<file path="src/rtl/uart_rx_param.sv">
// Oversampled UART receiver with runtime prescaler, glitch rejection, framing/overrun flags and
// a valid/ready output. Define UART_RX_PARITY_EN to add a parity bit (PARITY_ODD selects sense).
module uart_rx_param #(
    parameter int DATA_BITS  = 8,
    parameter int OVERSAMPLE = 16,
    parameter int PRESC_W    = 8,
    parameter int PARITY_ODD = 0
) (
    input  logic                 clk,
    input  logic                 reset,
    input  logic [PRESC_W-1:0]   sample_max_count,
    input  logic                 rx,
    output logic [DATA_BITS-1:0] rx_data,
    output logic                 rx_valid,
    input  logic                 rx_ready,
    output logic                 frame_err,
    output logic                 parity_err,
    output logic                 overrun
);

    localparam int TW = $clog2(OVERSAMPLE);
    localparam int BW = $clog2(DATA_BITS);
    localparam logic [TW-1:0] SAMPLE_PT = TW'(OVERSAMPLE / 2 - 1);
    localparam logic [TW-1:0] BIT_END   = TW'(OVERSAMPLE - 1);
    localparam logic [BW-1:0] LAST_BIT  = BW'(DATA_BITS - 1);

    localparam logic [2:0] ST_IDLE   = 3'd0;
    localparam logic [2:0] ST_START  = 3'd1;
    localparam logic [2:0] ST_DATA   = 3'd2;
    localparam logic [2:0] ST_STOP   = 3'd3;
`ifdef UART_RX_PARITY_EN
    localparam logic [2:0] ST_PARITY = 3'd4;
    localparam logic [2:0] ST_AFTER_DATA = ST_PARITY;
`else
    localparam logic [2:0] ST_AFTER_DATA = ST_STOP;
`endif

    logic                 rx_meta, rx_s, rx_prev;
    logic [PRESC_W-1:0]   presc, presc_max;
    logic [TW-1:0]        tick_cnt;
    logic [BW-1:0]        bit_cnt;
    logic [2:0]           state;
    logic [DATA_BITS-1:0] shift_reg;
    logic                 tick, sample, bit_end, fall, capture;

    assign tick    = (presc == presc_max);
    assign sample  = tick && (tick_cnt == SAMPLE_PT);
    assign bit_end = tick && (tick_cnt == BIT_END);
    assign fall    = rx_prev && !rx_s;
    assign capture = (state == ST_STOP) && sample;

`ifdef UART_RX_PARITY_EN
    logic par_bad;
`else
    assign parity_err = 1'b0;
`endif

    // The prescaler terminal count is latched at each wrap so a change never shortens a tick.
    always_ff @(posedge clk or posedge reset) begin
        if (reset) begin
            rx_meta   <= 1'b1;
            rx_s      <= 1'b1;
            rx_prev   <= 1'b1;
            presc     <= '0;
            presc_max <= '0;
            tick_cnt  <= '0;
            bit_cnt   <= '0;
            state     <= ST_IDLE;
            shift_reg <= '0;
`ifdef UART_RX_PARITY_EN
            par_bad   <= 1'b0;
`endif
        end else begin
            rx_meta <= rx;
            rx_s    <= rx_meta;
            rx_prev <= rx_s;

            if ((state == ST_IDLE && fall) || tick) begin
                presc     <= '0;
                presc_max <= sample_max_count;
            end else begin
                presc <= presc + 1'b1;
            end

            if (state == ST_IDLE && fall)
                tick_cnt <= '0;
            else if (tick)
                tick_cnt <= (tick_cnt == BIT_END) ? '0 : tick_cnt + 1'b1;

            case (state)
                ST_IDLE: if (fall) state <= ST_START;
                ST_START: begin
                    if (sample && rx_s) begin
                        state <= ST_IDLE;
                    end else if (bit_end) begin
                        state   <= ST_DATA;
                        bit_cnt <= '0;
                    end
                end
                ST_DATA: begin
                    if (sample)
                        shift_reg <= {rx_s, shift_reg[DATA_BITS-1:1]};
                    if (bit_end) begin
                        if (bit_cnt == LAST_BIT)
                            state <= ST_AFTER_DATA;
                        else
                            bit_cnt <= bit_cnt + 1'b1;
                    end
                end
`ifdef UART_RX_PARITY_EN
                ST_PARITY: begin
                    if (sample)
                        par_bad <= (^shift_reg) ^ rx_s ^ (PARITY_ODD != 0);
                    if (bit_end)
                        state <= ST_STOP;
                end
`endif
                // Leave at mid-stop so a start bit directly behind this frame is caught.
                ST_STOP: if (sample) state <= ST_IDLE;
                default: state <= ST_IDLE;
            endcase
        end
    end

    always_ff @(posedge clk or posedge reset) begin
        if (reset) begin
            rx_data   <= '0;
            rx_valid  <= 1'b0;
            frame_err <= 1'b0;
            overrun   <= 1'b0;
`ifdef UART_RX_PARITY_EN
            parity_err <= 1'b0;
`endif
        end else begin
            if (rx_valid && rx_ready) begin
                rx_valid <= 1'b0;
                overrun  <= 1'b0;
            end
            if (capture) begin
                if (!rx_valid || rx_ready) begin
                    rx_data   <= shift_reg;
                    frame_err <= ~rx_s;
                    rx_valid  <= 1'b1;
`ifdef UART_RX_PARITY_EN
                    parity_err <= par_bad;
`endif
                end else begin
                    overrun <= 1'b1;
                end
            end
        end
    end

endmodule
</file>
<file path="config.mk">
export PLATFORM = sky130hd
export DESIGN_NAME = uart_rx_param
export DESIGN_NICKNAME = d
export VERILOG_FILES = /design/src/rtl/uart_rx_param.sv
export SDC_FILE = /design/constraint.sdc
export NUM_CORES = 1
export LEC_CHECK = 0
export ABC_AREA = 1
export CORE_MARGIN = 2
export CORE_UTILIZATION = 35
export CTS_CLUSTER_DIAMETER = 80
export DETAILED_ROUTE_END_ITERATION = 10
export GPL_ROUTABILITY_DRIVEN = 0
export GPL_TIMING_DRIVEN = 1
export PLACE_DENSITY = 0.57
export SLEW_MARGIN = 20
export SYNTH_ARGS = -nofsm -noshare
export SYNTH_HDL_FRONTEND = slang
export SYNTH_SLANG_ARGS = --single-unit
</file>
<file path="constraint.sdc">
create_clock -name clk -period 1.58 [get_ports clk]
set_input_delay 0.316 -clock clk [delete_from_list [all_inputs] [get_ports clk]]
set_output_delay 0.316 -clock clk [all_outputs]
set_load 0.05 [all_outputs]
</file>
# --- Yosys cells after proc, flatten, opt, wreduce, memory -nomap -nowiden ---
# Index checks and enable logic that the tools add are counted.
classes:
  reduce_logical: 18
  addsub: 3
  muxes: 22
  bitwise: 1
  n_eq_ne: 15
ops:
  columns: ["cell", "n"]
  rows:
  - ["$mux 3", 10]
  - ["$ne 2x2->1 const B", 7]
  - ["$mux 4", 3]
  - ["$pmux 3 s4", 1]
  - ["$reduce_and 5->1", 2]
  - ["$add 8x1->8 const B", 1]
  - ["$eq 8x8->1", 1]
  - ["$mux 8", 1]
  - ["$logic_and 1x1->1", 7]
  - ["$eq 3x2->1 const B", 2]
  - ["$mux 1", 6]
  - ["$pmux 3 s2", 1]
  - ["$add 4x1->4 const B", 1]
  - ["$eq 4x3->1 const B", 1]
  - ["$eq 4x4->1 const B", 1]
  - ["$reduce_and 2->1", 2]
  - ["$reduce_bool 2->1", 2]
  - ["$add 3x1->3 const B", 1]
  - ["$eq 3x1->1 const B", 1]
  - ["$eq 3x3->1 const B", 1]
  - ["$logic_not 3->1", 1]
  - ["$ne 3x3->1 const B", 1]
  - ["$logic_not 1->1", 2]
  - ["$logic_or 1x1->1", 2]
  - ["$not 1->1", 1]
totals:
  output_inout_bits: 12
  wordCells: 72
  register_bits: 48
  input_bits: 12

# --- Longest topological paths before layout ---
# Gate-level depths: netlist of run 1.
logic_depth:
  ltp_word: 5
  depth_mapped: 13
  depth_no_buf: 13

# --- Worst setup path after synthesis of run 1 ---
# OpenSTA, ideal clock, no wires.
synth_path:
  path_kind: "register to register"
  from: "reg presc[3]"
  to: "reg rx_data[0]"
  period_less_slack_ns: 1.488
  setup_slack_ns: 0.092
  n_path_buf: 1
  stages_incl_launch_ff: 10
  arrival_ns: 1.369
  setup_time_ns: 0.119
  cell_sequence: "dfrtp_1 > xnor2_1 > nand2_1 > nor2_1 > nand3_2 > inv_2 > nand3_4 > buf_6 > nand2_2 > o21ai_2"
synth_via:
  elab_chain_cells: 4
synth_rtl:
  columns: ["element", "line_no", "text"]
  rows:
  - ["start, declared", "39", "logic [PRESC_W-1:0] presc, presc_max;"]
  - ["start signal, assigned", "82", "presc <= presc + 1'b1;"]
  - ["$eq 8x8->1", "46", "assign tick = (presc == presc_max);"]
  - ["$logic_and 1x1->1", "47", "assign sample = tick && (tick_cnt == SAMPLE_PT);"]
  - ["$logic_and 1x1->1", "50", "assign capture = (state == ST_STOP) && sample;"]
  - ["$reduce_and 2->1 (no source line)", null, null]
  - ["end signal, assigned", "141", "rx_data <= shift_reg;"]
  - ["end, declared", "13", "output logic [DATA_BITS-1:0] rx_data,"]
# No other way between the ends.
# A chain may end at the register's enable or synchronous reset.

# --- Worst setup path in the final report of run 1 ---
layout_path:
  from: "reg presc[7]"
  to: "reg presc_max[3]"
layout_via:
  elab_chain_cells: 2
layout_rtl:
  columns: ["element", "line_no", "text"]
  rows:
  - ["$eq 8x8->1", "46", null]
  - ["$logic_or 1x1->1", "78", "if ((state == ST_IDLE && fall) || tick) begin"]
  - ["end signal, assigned", "80", "presc_max <= sample_max_count;"]
  - ["end, declared", "39", null]
# No other way between the ends.

==> results.json, run 1 <==
{
  "timing_hold_violations_final": 0,
  "antenna_left": 0,
  "final_layout_size_suffix_gt1_frac": 0.303,
  "synthFlopType": "dfrtp_1",
  "core.rowCount": 29,
  "dr.pass1.iters": 4,
  "worstSetupStartpointType": "register",
  "dpl.cell_count": 378,
  "ys_ff_latch": 47,
  "skew_ps": 5.14,
  "grt_max_degree": 48,
  "die_area_sq_um": 7100,
  "clk_latency_ps": 300,
  "layout.nets": 332,
  "finalCritPeriodShare": 0.982,
  "instances_no_fill": 394,
  "cts_tree": "done",
  "final_area_sq_um": 2990,
  "avgSynthCellArea_sq_um": 8.48,
  "p_sw_frac": 0.381,
  "final_cell_mix": "nand2_1 (71), dfrtp_1 (43), inv_1 (33)",
  "cts_hold_buf": 0,
  "cap_violations": 0,
  "cts_sinks": 47,
  "hold_path.class": "in -> async",
  "ys_seq_area_frac": 0.523,
  "clock-root-buffer": "clkbuf_8",
  "p_per_area_nw_per_um2": 1370,
  "ff2ff_setup_slack_ps": 30,
  "dp_hpwl_um": 2910,
  "wl_um": 4460,
  "ff2ff_path_depth": 8,
  "ios": 24,
  "r2r_start": "presc[7]",
  "max_freq_ghz": 0.644,
  "cp_common_cell": "nand2_1",
  "cts_max_level": 2,
  "placed_area_sq_um": 2690,
  "drc_errors": 0,
  "fin_ws_ps": 28.3,
  "crit_chain": "inv_1 > nand2_1 > nand2_1 > nand2_1 > nor2_4 > nand2_1 > nand2_2 > mux2_2",
  "cp_max_fo": 4,
  "grt-ovfl-total": 0,
  "syn_nets": 282,
  "crit_start": "presc[7]",
  "vias": 1766,
  "antenna_found_initial": 0,
  "yosys.area.top_type_share": 0.488,
  "pwr-share-comb": 0.426,
  "cts_buffers": 5,
  "cp_top_family": "simple AND/OR/NAND/NOR gates",
  "synth_top_area_cell": "dfrtp_1",
  "critical_path_class": "reg -> reg",
  "port_buffers": 22,
  "diodes": 0,
  "setup_viol": 0,
  "cts.path.max_buffers": 2,
  "arrival_ps": 1740,
  "p_leak_nw": 1.37,
  "path_buf_inv": 1,
  "drt_iter0_drc": 66,
  "async_reset_ff_frac": 1.00,
  "area_delta_synth_final_pct": 32.5,
  "rsz0062_at_grt": "true",
  "netlist_area_sq_um": 2250,
  "critPathSlowestCell": "dfrtp_1",
  "seq_power_share": 0.400,
  "die_h_um": 84.3,
  "run_status": "finished clean",
  "hold_ws_ps": 356,
  "finalSetupTns_ps": 0,
  "peakVddDrop_mv": 0.534,
  "min_period_ps": 1550,
  "cts.clk_slew.worst_paths_ps": 90,
  "synth_area_leaders": "dfrtp_1 (49%), nand2_1 (13%), inv_1 (6.3%)",
  "layout_commonest_cell": "nand2_1",
  "clockPowerShare": 0.174,
  "timing.rr.end": "presc_max[3]",
  "wire_per_inst_um": 11.3,
  "netlist_instances": 266,
  "vias_per_cell": 4.48,
  "yosysWarningCount": 0,
  "critPathMaxStageDelay_ps": 400,
  "core_sq_um": 6280,
  "grt_pass1_wl_um": 7600,
  "grt_pass1_vias": 1687,
  "die_x_um": 84.3,
  "grt_usage": 0.132,
  "required_ps": 1770,
  "end_kind": "register",
  "power_switching_mw": 1.56,
  "synthDistinctLibCells": 33,
  "p_int_mw": 2.53,
  "place_ws_ps": -91.4,
  "synth-edff-count": 0,
  "start_util": 0.359,
  "final_max_slew_viol_count": 0
}
[metrics by stage]
| step | util | total power [mW] |
|---|---|---|
| 2_1_floorplan | - | 2.58 |
| 3_3_place_gp | 0.428 | 3.00 |
| 3_5_place_dp | 0.428 | 3.02 |
| 4_1_cts | 0.447 | 3.78 |
| 5_1_grt | 0.476 | 4.43 |
| 6_report | 0.476 | 4.10 |
[how the worst max path moves through the flow]
stage | end | slack [ps] | cells after the start
6_report | presc_max[3] | 30 | 8
4_1_cts | rx_data[1] | 0.7 | 10
5_1_grt | rx_data[3] | -70 | 11
2_1_floorplan | rx_data[0] | 90 | 9
3_5_place_dp | rx_data[1] | -90 | 10
3_3_place_gp | rx_data[1] | -60 | 10
[worst min-delay path, delay by kind of cell]
family                 cells  cell delay [ps]
buffers and inverters      3              730
[area by class of cell]
type,count,area [sq um]
clock inverters,2,12.5
well taps,77,96.3
inverters,41,159
repair buffers,45,432
clock buffers,6,72.6
multi-input cells,176,1030
fillers,580,3290
flip-flops and latches,47,1180
[cells in the mapped netlist (4+ instances only)]
cell type and n:
nand2_1 80, dfrtp_1 44, inv_1 38, nor2_1 15
o21ai_0 15, nand3_1 10, o21ai_2 9, o21ai_1 7
nor3_1 6, ha_1 4, nand2_2 4
[power by group through the flow]
stage	combinational [mW]	sequential, mW	clock, mW
after floorplan	0.965	1.61	0
after global placement	1.37	1.63	0
after detailed placement	1.39	1.64	0
after CTS	1.43	1.62	0.738
after global routing	1.97	1.68	0.785
final	1.75	1.64	0.712
[repair_timing]
action	CTS	global route
buffers inserted	0	5
resized for setup	4	36
cloned	1	2
endpoints found under the setup margin	22	39
pin swaps	0	10
[layer usage]
layer,share of wire,wire [um],vias to the layer above,GRT usage
li1,-,-,938,-
met1,0.49,2180,797,0.178
met2,0.46,2070,24,0.207
met3,0.029,130,7,0.0256
met4,0.020,89,0,0.0572
met5,0,0,-,0
[cells by family (layout without fill, tap and decap cells)]
logic type	count (synthesis)	count (layout)	synth area share
xor gates and xnor gates	4	4	0.0155
and+or+nand+nor	127	130	0.248
buffers and inverters	46	94	0.0860
DFF	47	47	0.523
AOI/OAI and AO/OA	36	36	0.0982
muxes	1	1	0.00499
adders and majority gates	4	4	0.0222
other	1	1	0.00166
Power figures use the tool's default switching activity.
==> run 2, diff against run 1 <==
==> constraint.sdc (replaced) <==
create_clock -name clk -period 1.58 [get_ports clk]
set_input_delay 0.316 -clock clk [delete_from_list [all_inputs] [get_ports clk]]
set_output_delay 0.316 -clock clk [all_outputs]
set_load 0.01 [all_outputs]
==> run 2 against run 1 <==
  * Combinational power decreased by 5%
  * Highest routed layer unchanged
  * Register-to-register slack hardly changed
  * Die area did not move
  * Critical path depth up 1
  * Fmax about the same
  * Setup slack improved by 0.74 ps
  * Clock skew about the same
  * Final cell count decreased by 0.76%
  * Count of clock-buffer cells in the layout fell by 1
  * Sequential share of layout area rose by 0.22 points
  * Critical endpoint is now state[1]
  * Wire length decreased by 2.4%
==> results.json, run 2 (synthesis results as in run 1) <==
{
  "place_ws_ps": -77.2,
  "hold_path.class": "in -> async",
  "max_freq_ghz": 0.645,
  "vias": 1764,
  "die_area_sq_um": 7100,
  "dpl.cell_count": 379,
  "final_area_sq_um": 2970,
  "clk_latency_ps": 300,
  "end_kind": "register",
  "cp_common_cell": "ha_1",
  "final_layout_size_suffix_gt1_frac": 0.248,
  "min_period_ps": 1550,
  "start_util": 0.359,
  "cp_top_family": "simple AND/OR/NAND/NOR gates",
  "dp_hpwl_um": 2950,
  "drc_errors": 0,
  "run_status": "finished clean",
  "critical_path_class": "reg -> reg",
  "grt_usage": 0.134,
  "placed_area_sq_um": 2690,
  "p_per_area_nw_per_um2": 1460,
  "drt_iter0_drc": 77,
  "dr.pass1.iters": 4,
  "required_ps": 1780,
  "fin_ws_ps": 29.0,
  "port_buffers": 22,
  "setup_viol": 0,
  "cap_violations": 0,
  "ios": 24,
  "layout.nets": 329,
  "finalCritPeriodShare": 0.982,
  "antenna_left": 0,
  "final_max_slew_viol_count": 0,
  "grt_max_degree": 48,
  "p_leak_nw": 1.41,
  "crit_chain": "ha_1 > ha_1 > or2_1 > o31ai_1 > inv_1 > nand2_2 > nor2_4 > nand3_1 > nand2_1",
  "grt-ovfl-total": 0,
  "critPathSlowestCell": "dfrtp_1",
  "core.rowCount": 29,
  "hold_ws_ps": 361,
  "cts.clk_slew.worst_paths_ps": 90,
  "cts_sinks": 47,
  "grt_pass1_wl_um": 7740,
  "grt_pass1_vias": 1706,
  "instances_no_fill": 391,
  "critPathMaxStageDelay_ps": 400,
  "vias_per_cell": 4.51,
  "final_cell_mix": "nand2_1 (72), dfrtp_1 (44), inv_1 (34)",
  "finalSetupTns_ps": 0,
  "arrival_ps": 1750,
  "timing_hold_violations_final": 0,
  "skew_ps": 4.91,
  "cp_max_fo": 3,
  "utilization": 0.473,
  "area_delta_synth_final_pct": 31.6,
  "cts_tree": "done",
  "rsz0062_at_grt": "true",
  "layout_commonest_cell": "nand2_1",
  "cts.path.max_buffers": 2,
  "die_x_um": 84.3,
  "cts_max_level": 2,
  "antenna_found_initial": 0,
  "cts_buffers": 5,
  "core_sq_um": 6280,
  "wl_um": 4360,
  "wire_per_inst_um": 11.1,
  "path_buf_inv": 1,
  "peakVddDrop_mv": 0.640,
  "p_total_mw": 4.34,
  "clock-root-buffer": "clkbuf_8",
  "worstSetupStartpointType": "register",
  "diodes": 0,
  "die_h_um": 84.3
}
run 2: changes by cell type in the layout (fill, tap and decap cells not counted), sizes merged:
cell,before,now
buf,34,22
bufinv,0,2
clkbuf,6,5
clkdlybuf4s50,11,20
clkinv,1,0
dlymetal6s2s,0,2
nand3,15,13
run 2: metal layers:
| layer | global-route usage | share of wire |
|---|---|---|
| met5 | 0 | 0 |
| met2 | 0.213 | 0.47 |
| met3 | 0.0305 | 0.029 |
| met1 | 0.182 | 0.49 |
| met4 | 0.0440 | 0.013 |
run 2: power by group:
group	total, mW	leakage, nW	switching (mW)	internal (mW)
clock	1.04	0.0644	0.414	0.631
sequential	1.63	0.618	0.189	1.44
combinational	1.67	0.726	0.922	0.744
run 2: final cells by class:
cell class / instances / area (sq um)
tap: 77 / 96.3
multi-input combinational: 174 / 988
sequential: 47 / 1180
fill: 615 / 3310
clock buffer: 5 / 68.8
clock inverter: 3 / 67.6
timing repair buffer: 44 / 410
inverter: 41 / 156
run 2: timing repair:
action / in CTS / in global routing
cloned: 1 / 0
hold buffers: 0 / 0
endpoints found under the setup margin: 18 / 36
pin swaps: 0 / 5
buffers inserted: 0 / 3
resized for setup: 3 / 31
run 2: final timing paths:
path                            end  startpoint  slack (ps)  cells after the start
hold / removal             presc[4]       reset         360                      3
setup / recovery           state[1]  bit_cnt[0]          30                      9
min in group clk               rx_s     rx_meta         360                      0
hold reg to reg                rx_s     rx_meta         360                      0
setup reg to reg           state[1]  bit_cnt[0]          30                      9
max in group asynchronous   rx_meta       reset         930                      3
run 2: tightest hold or removal path, stage by stage:
cell	delay, ps
clkdlybuf4s50_1	410
inv_2	70
buf_12	240
==> run 3, diff against run 2 <==
--- a/config.mk
+++ b/config.mk
@@ -12,8 +12,7 @@
 export DETAILED_ROUTE_END_ITERATION = 10
 export GPL_ROUTABILITY_DRIVEN = 0
 export GPL_TIMING_DRIVEN = 1
-export PLACE_DENSITY = 0.57
-export SLEW_MARGIN = 20
+export PLACE_DENSITY = 0.67
 export SYNTH_ARGS = -nofsm -noshare
 export SYNTH_HDL_FRONTEND = slang
 export SYNTH_SLANG_ARGS = --single-unit
==> run 3 against run 2 <==
  * Critical path type unchanged
  * Critical endpoint is now presc_max[3]
  * Flip-flop and latch count stayed put
  * Largest cell class unchanged
  * Register-to-register slack worse by 20 ps
  * Clock skew is 4.4 ps higher
==> results.json, run 3 (synthesis results as in run 1) <==
{
  "timing_hold_violations_final": 0,
  "die_x_um": 84.3,
  "required_ps": 1770,
  "antenna_left": 0,
  "diodes": 0,
  "hold_path.class": "in -> async",
  "antenna_found_initial": 0,
  "die_area_sq_um": 7100,
  "peakVddDrop_mv": 0.626,
  "grt_max_degree": 27,
  "cts_max_level": 2,
  "cts_tree": "done",
  "max_freq_ghz": 0.635,
  "drt_iter0_drc": 70,
  "cts_buffers": 5,
  "skew_ps": 9.30,
  "port_buffers": 22,
  "die_h_um": 84.3,
  "final_area_sq_um": 2980,
  "final_max_slew_viol_count": 0,
  "grt_usage": 0.127,
  "drc_errors": 0,
  "core_sq_um": 6280,
  "finalCritPeriodShare": 0.997,
  "cts_sinks": 47,
  "dr.pass1.iters": 4,
  "cts_hold_buf": 0,
  "cap_violations": 0,
  "cp_max_fo": 4,
  "final_layout_size_suffix_gt1_frac": 0.290,
  "core.rowCount": 29,
  "setup_viol": 0,
  "clock-root-buffer": "clkbuf_8",
  "rsz0062_at_grt": "true",
  "placed_area_sq_um": 2690,
  "cts.clk_slew.worst_paths_ps": 90,
  "fin_ws_ps": 4.05,
  "cts.path.max_buffers": 2,
  "grt-ovfl-total": 0,
  "arrival_ps": 1770,
  "end_kind": "register",
  "place_ws_ps": -47.4,
  "layout_commonest_cell": "nand2_1",
  "p_leak_nw": 1.37,
  "min_period_ps": 1580,
  "final_cell_mix": "nand2_1 (66), dfrtp_1 (43), inv_1 (29)",
  "dp_hpwl_um": 3140,
  "utilization": 0.475,
  "p_total_mw": 4.28,
  "clk_latency_ps": 300,
  "run_status": "finished clean",
  "grt_pass1_vias": 1677,
  "area_delta_synth_final_pct": 32.2,
  "vias": 1812,
  "p_per_area_nw_per_um2": 1440,
  "grt_pass1_wl_um": 7220,
  "finalSetupTns_ps": 0,
  "wl_um": 4370,
  "start_util": 0.359,
  "layout.nets": 332,
  "vias_per_cell": 4.60,
  "ios": 24,
  "wire_per_inst_um": 11.1,
  "critical_path_class": "reg -> reg",
  "worstSetupStartpointType": "register"
}
[run 3: cell types whose count changed in the layout (fill, tap and decap cells not counted), sizes merged]
cell           change
buf                +2
clkdlybuf4s50      +2
dlymetal6s2s       -2
bufinv             -1
clkbuf             +1
clkinvlp           -1
inv                +1
nand3              +1
[run 3: final timing paths]
| kind | slack [ps] | start | to | cells past startpoint |
|---|---|---|---|---|
| setup reg to reg | 4 | presc_max[3] | presc_max[3] | 6 |
| min in group clk | 360 | rx_meta | rx_s | 0 |
| hold / removal | 260 | reset | state[0] | 2 |
| setup / recovery | 4 | presc_max[3] | presc_max[3] | 6 |
| max in group asynchronous | 850 | reset | rx_meta | 3 |
| hold reg to reg | 360 | rx_meta | rx_s | 0 |
[run 3: final cells by class]
cell class / count / area [sq um]
Clock buffer: 6 / 82.6
Clock inverter: 2 / 38.8
Fill cell: 586 / 3300
Inverter: 41 / 156
Multi-Input combinational cell: 175 / 1010
Sequential cell: 47 / 1180
Tap cell: 77 / 96.3
Timing Repair Buffer: 46 / 417
[run 3: what timing repair did]
item,in CTS,in global routing
resized for setup,3,39
buffers inserted,0,4
pin swaps,0,11
endpoints found under the setup margin,10,34
gates cloned,1,1
[run 3: per-layer routing]
metal / GRT usage / vias up / wire length, um
met3: 0.0265 / 8 / 114
met2: 0.214 / 24 / 2150
met1: 0.159 / 850 / 2020
met4: 0.0528 / 0 / 87
met5: 0 / - / 0
li1: - / 930 / -
[run 3: worst max-delay path, stage by stage, from the launching register on]
cell and delay [ps]:
dfrtp_1 410, xnor2_2 200, nand2_2 100, nor2_4 180, nand2_1 110, nand2_2 130
mux2_2 340
[run 3: stage by stage]
step                hold slack (ps)  std cells
CTS                             266        389
detailed placement              350        380
finish                          264        394
global placement                346        380
global route                    288        394
floorplan                       320        266
[run 3: report_power, final]
group	internal [mW]	total, mW	switching, mW	leakage (nW)
clock network	0.521	0.932	0.412	0.0618
registers	1.45	1.66	0.209	0.616
logic	0.745	1.69	0.947	0.695
==> patch (flow settings as in run 3) <==
Change the parameter `DATA_BITS` from 8 to 4.
--- a/src/rtl/uart_rx_param.sv
+++ b/src/rtl/uart_rx_param.sv
@@ -1,7 +1,7 @@
 // Oversampled UART receiver with runtime prescaler, glitch rejection, framing/overrun flags and
 // a valid/ready output. Define UART_RX_PARITY_EN to add a parity bit (PARITY_ODD selects sense).
 module uart_rx_param #(
-    parameter int DATA_BITS  = 8,
+    parameter int DATA_BITS  = 4,
     parameter int OVERSAMPLE = 16,
     parameter int PRESC_W    = 8,
     parameter int PARITY_ODD = 0
Ports: changed (resized rx_data); port bits go from 24 to 20. No check against the original RTL was run, so the function may have changed too.
==> patch against run 3 <==
Sequential share of layout area is 0.16 points lower; non-clock buffer count down 19; sequential power shrank 13%; synthesized area decreased by 17%; total power is 13% lower; die area fell by 16%; final area fell by 19%; setup slack improved by 0.019 ns; global-route usage increased by 0.69 points; routed wire length is 17% lower; critical path type unchanged; highest routed layer unchanged; via count shrank 16%; synthesized cell count fell by 12%; sequential cell count fell by 9.
==> patch: results <==
metrics = {
    "run_status": {
        "status": "complete, no violations",
    },
    "timing": {
        "hold_slack_ns": 0.269,
        "fin_crit_sh": 0.985,
        "clock_skew_ns": 0.00725,
    },
    "synthesis": {
        "netlist_top_cells_count": "nand2_1, dfrtp_1, inv_1",
        "synthAdderAreaFrac": 0.0200,
        "yosysUniqueCellTypes": 28,
        "synth_compound_area_frac": 0.0852,
        "synth-xor-area-share": 0.0140,
        "synthTopCellsByArea": "dfrtp_1, nand2_1, inv_1, o21ai_1, dfstp_2",
        "synth.avg_cell_area_um2": 8.00,
        "ys_seq_area_frac": 0.508,
    },
    "clocking": {
        "post_cts_resized": 2,
    },
    "critical_path": {
        "r2r_end": "frame_err",
        "r2r-start": "presc[7]",
        "worstPathArrival_ns": 1.74,
        "cpPeakStageDelay_ns": 0.39,
        "r2r_slack_ns": 0.02,
        "cp_max_fo": 10,
    },
    "grt": {
        "grt_pass1_wl_um": 6280,
        "grt_use_met3": 0.0494,
        "grt_max_degree": 25,
        "grtUsageTotal": 0.134,
        "grt_util_met2": 0.197,
    },
    "routing": {
        "dr_wl_met2_um": 1630,
        "wl_met1_um": 1790,
        "drtIter0Drc": 95,
    },
    "power_and_ir_drop": {
        "p_seq_mw": 1.44,
        "max-vdd-ir-drop_mv": 0.507,
        "p_int_mw": 2.29,
        "cellLeakagePower_nw": 1.14,
        "p_comb_frac": 0.400,
        "total_power_mw": 3.73,
    },
    "finish": {
        "fin_cells": 338,
        "drive_above_1_share": 0.224,
    },
    "placement": {
        "place_inst": 328,
        "dp_hpwl_um": 2650,
        "placement.io_buffers": 18,
        "place_ws_ns": 0.0107,
    },
}
-- patch: worst max path at each step --
stage | depth (start not counted) | end | start
floorplan | 10 | state[1] | presc[3]
CTS | 13 | state[1] | presc[6]
finish | 10 | frame_err | presc[7]
detailed placement | 7 | tick_cnt[3] | presc[3]
global placement | 8 | presc[7] | presc[3]
global route | 10 | rx_data[3] | presc[7]
-- patch: cell type report --
cell class | count | area [um^2] | area share
multi-input combinational | 155 | 847 | 0.350
inverter | 40 | 150 | 0.0621
tap | 70 | 87.6 | 0.0362
timing repair buffer | 27 | 273 | 0.113
sequential | 38 | 955 | 0.395
clock buffer | 7 | 76.3 | 0.0316
clock inverter | 1 | 30.0 | 0.0124
-- patch: worst register-to-register path: stages (launching register included) --
cell,delay (ns)
dfrtp_1,0.39
inv_2,0.07
nand2_1,0.05
nand2_1,0.09
nand2_1,0.10
nor2_4,0.20
nand3_2,0.13
inv_2,0.14
nand3_4,0.13
nand2_1,0.08
o21ai_1,0.06
